==> src/rtl/feature_skew_feeder.sv <==
// Fetches one feature-memory word per cycle and skews its lanes so that row r of the
// systolic array sees its element r cycles after row 0.
module feature_skew_feeder #(
    parameter int unsigned N_ROWS_ARRAY     = 4,
    parameter int unsigned I_WIDTH          = 8,
    parameter int unsigned FEAT_ADDRS_WIDTH = 10
) (
    input  logic                             clk_i,
    input  logic                             f_sel_rst,
    input  logic                             rd_feature_ld_i,
    input  logic [FEAT_ADDRS_WIDTH-1:0]      base_addrs_i,
    input  logic [FEAT_ADDRS_WIDTH-1:0]      feature_len_i,
    input  logic [N_ROWS_ARRAY*I_WIDTH-1:0]  mem_data_i,
    output logic                             mem_rd_en_o,
    output logic [FEAT_ADDRS_WIDTH-1:0]      mem_addrs_o,
    output logic [I_WIDTH-1:0]               feature_o       [0:N_ROWS_ARRAY-1],
    output logic                             feature_valid_o [0:N_ROWS_ARRAY-1],
    output logic                             end_feature_o
);

    typedef enum logic [1:0] {StIdle, StFetch, StDone} state_e;

    state_e                      state_q, state_d;
    logic [FEAT_ADDRS_WIDTH-1:0] base_q, base_d;
    logic [FEAT_ADDRS_WIDTH-1:0] len_q, len_d;
    logic [FEAT_ADDRS_WIDTH-1:0] idx_q, idx_d;
    logic                        end_q, end_d;
    // Tags the word arriving on mem_data_i this cycle (one-cycle memory latency).
    logic                        rd_en_q, rd_en_d;

    always_comb begin
        state_d     = state_q;
        base_d      = base_q;
        len_d       = len_q;
        idx_d       = idx_q;
        mem_rd_en_o = 1'b0;
        mem_addrs_o = '0;
        unique case (state_q)
            StIdle: begin
                if (rd_feature_ld_i) begin
                    base_d  = base_addrs_i;
                    len_d   = feature_len_i;
                    idx_d   = '0;
                    state_d = (feature_len_i != '0) ? StFetch : StDone;
                end
            end
            StFetch: begin
                // Dropping the request aborts the pass without issuing this cycle's read.
                if (!rd_feature_ld_i) begin
                    state_d = StIdle;
                    idx_d   = '0;
                end else begin
                    mem_rd_en_o = 1'b1;
                    mem_addrs_o = base_q + idx_q;
                    if (idx_q == len_q - FEAT_ADDRS_WIDTH'(1)) begin
                        state_d = StDone;
                        idx_d   = '0;
                    end else begin
                        idx_d = idx_q + FEAT_ADDRS_WIDTH'(1);
                    end
                end
            end
            StDone: begin
                if (!rd_feature_ld_i) begin
                    state_d = StIdle;
                end
            end
            default: state_d = StIdle;
        endcase
        end_d   = (state_d == StDone);
        rd_en_d = mem_rd_en_o;
    end

    always_ff @(posedge clk_i or posedge f_sel_rst) begin
        if (f_sel_rst) begin
            state_q <= StIdle;
            base_q  <= '0;
            len_q   <= '0;
            idx_q   <= '0;
            end_q   <= 1'b0;
            rd_en_q <= 1'b0;
        end else begin
            state_q <= state_d;
            base_q  <= base_d;
            len_q   <= len_d;
            idx_q   <= idx_d;
            end_q   <= end_d;
            rd_en_q <= rd_en_d;
        end
    end

    assign end_feature_o = end_q;

    // Lane r: r+1 stages; stage 0 captures memory data, the last stage drives the output.
    for (genvar r = 0; r < N_ROWS_ARRAY; r++) begin : g_lane
        logic [I_WIDTH-1:0] data_q [0:r];
        logic [I_WIDTH-1:0] data_d [0:r];
        logic [r:0]         valid_q, valid_d;

        always_comb begin
            valid_d[0] = rd_en_q;
            data_d[0]  = rd_en_q ? mem_data_i[r*I_WIDTH +: I_WIDTH] : '0;
            for (int s = 1; s <= r; s++) begin
                valid_d[s] = valid_q[s-1];
                data_d[s]  = data_q[s-1];
            end
        end

        always_ff @(posedge clk_i or posedge f_sel_rst) begin
            if (f_sel_rst) begin
                valid_q <= '0;
                for (int s = 0; s <= r; s++) begin
                    data_q[s] <= '0;
                end
            end else begin
                valid_q <= valid_d;
                for (int s = 0; s <= r; s++) begin
                    data_q[s] <= data_d[s];
                end
            end
        end

        assign feature_o[r]       = data_q[r];
        assign feature_valid_o[r] = valid_q[r];
    end

endmodule

==> config.mk <==
export PLATFORM = sky130hd
export DESIGN_NAME = feature_skew_feeder
export DESIGN_NICKNAME = d
export VERILOG_FILES = /design/src/rtl/feature_skew_feeder.sv
export SDC_FILE = /design/constraint.sdc
export NUM_CORES = 1
export LEC_CHECK = 0
export CAP_MARGIN = 10
export CORE_MARGIN = 5
export CORE_UTILIZATION = 35
export DETAILED_ROUTE_END_ITERATION = 10
export PLACE_DENSITY = 0.69
export SLEW_MARGIN = 20
export SYNTH_ARGS = -nofsm -noshare
export SYNTH_HDL_FRONTEND = slang
export SYNTH_SLANG_ARGS = --single-unit
==> constraint.sdc <==
create_clock -name clk_i -period 5 [get_ports clk_i]
set_clock_uncertainty 0.2 [all_clocks]
set_input_delay 1 -clock clk_i [delete_from_list [all_inputs] [get_ports clk_i]]
set_output_delay 1 -clock clk_i [all_outputs]
set_load 0.005 [all_outputs]
* Yosys cells after proc, flatten, opt, wreduce, memory -nomap -nowiden
Cells that the tools add are included.
W data, S select, Z words.
** Operators by class
- $add $sub $neg :: 3
- Muxes and demuxes :: 18
- Reductions and logical operators :: 5
- Equality and inequality tests :: 5
** Operator list (number)
- $mux W10 :: 5
- $mux W8 :: 4
- $pmux W10 S2 :: 1
- $add A10 B1 Y10 const B :: 1
- $add A10 B10 Y10 :: 1
- $eq A10 B10 Y1 :: 1
- $mux W2 :: 5
- $reduce_bool A10 Y1 :: 1
- $sub A10 B1 Y10 const B :: 1
- $pmux W2 S3 :: 1
- $eq A2 B2 Y1 const B :: 2
- $reduce_and A2 Y1 :: 2
- $eq A2 B1 Y1 const B :: 1
- $logic_not A2 Y1 :: 1
- $mux W1 :: 2
- $ne A2 B2 Y1 const B :: 1
- $reduce_bool A2 Y1 :: 1
** Storage, ports and cells
- Output and inout bits :: 48
- Register bits after elaboration :: 124
- Bits of input ports :: 55
- Word-level logic and storage cells :: 51

* Depth between registers and ports, before layout
- Word-level depth :: 6
- Gate-level depth with buffers :: 8
- Mapped depth without buffers :: 8

* Worst setup path after synthesis
OpenSTA, ideal clock, no wires.
- Kind :: register to output
- Start :: register idx_q[0]
- End :: output port mem_addrs_o[8]
- Setup slack :: 1646 ps
- Cell stages (with the launch flop) :: 9
- Data arrival time :: 2154 ps
- Required time :: 3800 ps
- Buffers on the path :: 0
- Cell sequence :: dfrtp_1 -> ha_1 -> fa_1 -> a21o_1 -> a21oi_1 -> o21bai_1 -> a2111oi_0 -> o211ai_1 -> nand2_1
** Between the ends
- Longest elaborated chain between the ends :: 3
** RTL lines
- from (decl) :: RTL line 26 : logic [FEAT_ADDRS_WIDTH-1:0] idx_q, idx_d;
- from (signal assigned) :: RTL line 86 : idx_q <= idx_d;
- $add A10 B10 Y10 :: RTL line 54 : mem_addrs_o = base_q + idx_q;
- $mux W10 :: RTL line 49 : if (!rd_feature_ld_i) begin
- $mux W10 :: RTL line 38 : unique case (state_q)
- to (decl) :: RTL line 15 : output logic [FEAT_ADDRS_WIDTH-1:0] mem_addrs_o,
No other way between the ends.

* Worst setup path in the final report
Same ends and word-level chain as after synthesis.

==> impl_results.md <==
* Status: complete, no violations
* Grt total ovfl at 0
* Top-area cell type share of the netlist area at 0.656
* Initial core utilization at 0.356
* IO Pins at 103
* Core box area at 0.0126 mm²
* Crit-path slowest cell: clkdlybuf4s50_1
* Worst setup margin at 0.482 ns
* DR vias/cell at 4.66
* Core Rows at 41
* CTS tree: built
* Layout area overhead at 41.5%
* Top cells by count, synth: 118 x dfrtp_1, 34 x and2_1, 18 x mux2_2, 18 x nor2_1, 15 x nand2_1
* Number of buffers added on ports at 102
* Post-synth cell types at 49
* Syn_area_per_cell at 13.3 µm²
* Worst Setup Path Type: flop to primary output
* Post-Synthesis Cells at 337
* Clk sink count at 118
* CP Capture Type: primary output
* Die width at 123 µm
* Fin crit period at 4.52 ns
* Ratio of cells with drive above 1 in the final layout at 0.136
* Post_cts resized at 0
* Crit share post-route at 0.904
* Die Ht at 123 µm
* DR WL/cell at 15.1 µm
* Initial antenna violation count at 0
* Post-synth EDFFs at 0
* Clock root buffer: clkbuf_16
* Endpoints failing setup at 0
* Vias at 2965
* Asr flop ratio synth at 1.00
* Mapped Area at 0.00450 mm²
* Post-synth top flop: dfrtp_1
* First-pass GRT wire length at 16.6 mm
* Cell taking the most area after synthesis: dfrtp_1
* Nature of the critical path startpoint: flop
* TNS Setup at 0 ns
* CTS max path bufs at 2
* Pre-Repair DR Iteration Count at 4
* Drt drc at 0
* Final Util at 0.504
* Largest net degree at the start of global routing at 63
* Hold-fix buffers at CTS at 0
* Dpl ws at 0.829 ns
* Crit path DAT at 3.32 ns
* Slew headroom at 0.396
* Pins over their slew limit at 0
* Tot GR Track Use at 0.144
* CP max FO at 6
* Highest Clock Rate at 221 MHz
* Top cells by area, synth: dfrtp_1 66%, and2_1 4.7%, mux2_2 4.5%
* Worst slew pin tran at 0.902 ns
* Yosys Warn Count at 0
* Post-DRT Antenna Nets at 0
* Worst-path clk slew at 0.05 ns
* Final RePlAce weighted congestion at 0.822
* ANT cells at 0
* Worst min path class: flop to flop
* Skew-Pair Late Insertion Delay at 0.41 ns
* Critical Path Max Stage Delay at 0.54 ns
* IR drop worst, VDD at 445 µV
* Static Leak at 2.86 nW
* HPWL after DPL at 7.03 mm
* Post-CTS setup repair buffer count at 0
* Final Hold Vio Count at 0
* Unrepaired setup endpoints after global routing: no
* FILL cells at 1124
* Pwr per Cell Area at 534 mW/mm²
* Placed Area at 0.00572 mm²
* Final instance area at 0.00636 mm²
* Total Die Area at 0.0152 mm²
* WL final at 9.61 mm
* Maximum capacitance violations at 0
* Initial DRC count at 130
* Flops & latches, synth at 118
* Most frequent cell after synthesis: dfrtp_1
* Number of global-route vias before repair at 3238
* Tot Pwr at 3.40 mW
* CTS H-tree lvls at 4
* Layout Nets at 518
* Critical-path cell list: ha_1, fa_1, a21o_1, a21oi_1, o21bai_1, a2111oi_0, o211ai_1, nand2_1, clkdlybuf4s50_1
* Clock buffer count from CTS at 17
* Net Count, Synth at 404
* Fraction of the yosys area taken by sequential cells at 0.656
* Worst path required time at 3.80 ns
[placed cells by master (no fill, tap or decap), types with 3 or more instances in the layout]
master and count:
dfrtp_1 118, clkdlybuf4s50_1 102, and2_1 34, mux2_2 18, nor2_1 18, clkbuf_16 17, nand2_1 15, xnor2_1 11
ha_1 11, xor2_1 10, o21ai_0 9, a21oi_1 8, inv_1 7, nand3_1 6, a211oi_1 5, a31oi_1 4
bufinv_16 4, clkinvlp_4 4, buf_4 4, or4_1 3, nand3b_1 3, nor3b_1 3, nor3_1 3, a21o_1 3
o21bai_1 3, o21ai_1 3, inv_6 3
[per-layer routing]
metal,part of all wire,wire length [µm],vias up,track usage
met5,0,0,-,0
met4,0.019,185,0,0.0616
met3,0.073,704,17,0.0631
met2,0.50,4780,77,0.230
met1,0.41,3950,1478,0.170
li1,-,-,1393,-
[critical path: cells and delay by family (launching register included)]
kind / cells / cell delay [ns]
buffers and inverters: 1 / 0.54
and+or+nand+nor: 1 / 0.09
AOI/OAI and AO/OA: 5 / 1.18
adders and majority gates: 2 / 0.65
DFF: 1 / 0.45
[kinds of logic (layout without fill, tap and decap cells)]
kind of cell / after synthesis / after routing / share of synthesized area
AOI/OAI and AO/OA: 48 / 48 / 0.0732
and+or+nand+nor: 101 / 101 / 0.130
muxes: 18 / 18 / 0.0451
adders and majority gates: 12 / 12 / 0.0350
DFF: 118 / 118 / 0.656
buffers and inverters: 19 / 146 / 0.0189
xor gates and xnor gates: 21 / 21 / 0.0409
[path summary, 6_finish.rpt]
| check | slack [ns] | start | end | cells past startpoint |
|---|---|---|---|---|
| worst max-delay path | 0.48 | idx_q[0] | mem_addrs_o[8] | 9 |
| worst min-delay path | 0.15 | g_lane[2].data_d[11] | g_lane[2].data_d[3] | 0 |
| worst max register to register | 2.52 | len_q[0] | state_q[0] | 8 |
| worst min register to register | 0.15 | g_lane[2].data_d[11] | g_lane[2].data_d[3] | 0 |
| max in group asynchronous | 2.80 | f_sel_rst | g_lane[3].valid_q[1] | 3 |
| min in group asynchronous | 0.88 | f_sel_rst | g_lane[3].data_d[5] | 2 |
[stage by stage]
| stage | hold slack [ns] | std cells |
|---|---|---|
| finish | 0.145 | 636 |
| floorplan | 0.131 | 337 |
| CTS | 0.147 | 636 |
| detailed placement | 0.135 | 604 |
| global placement | 0.131 | 604 |
| global route | 0.148 | 636 |
[area by class of cell]
type,instances,area (µm²),area share
clock buffer,19,453,0.0712
clock inverter,13,194,0.0305
inverter,8,32.5,0.00511
multi-input combinational,200,1470,0.230
sequential,118,2950,0.464
tap,172,215,0.0338
timing repair buffer,106,1050,0.165
[report_power, final]
part	internal [mW]	switching [mW]	leakage, nW
clock network	0.865	0.438	0.303
registers	1.16	0.175	1.57
logic	0.423	0.341	0.992
[sequential cells by signal, indices dropped and copies added (netlist names)]
register        flops
end_feature_o       1
feature_o          24
g_lane.data_d      48
g_lane.data_q       8
g_lane.valid_q      4
state_q             2
g_lane.valid_d      1
len_q              10
base_q             10
idx_q              10
Power figures use the tool's default switching activity.
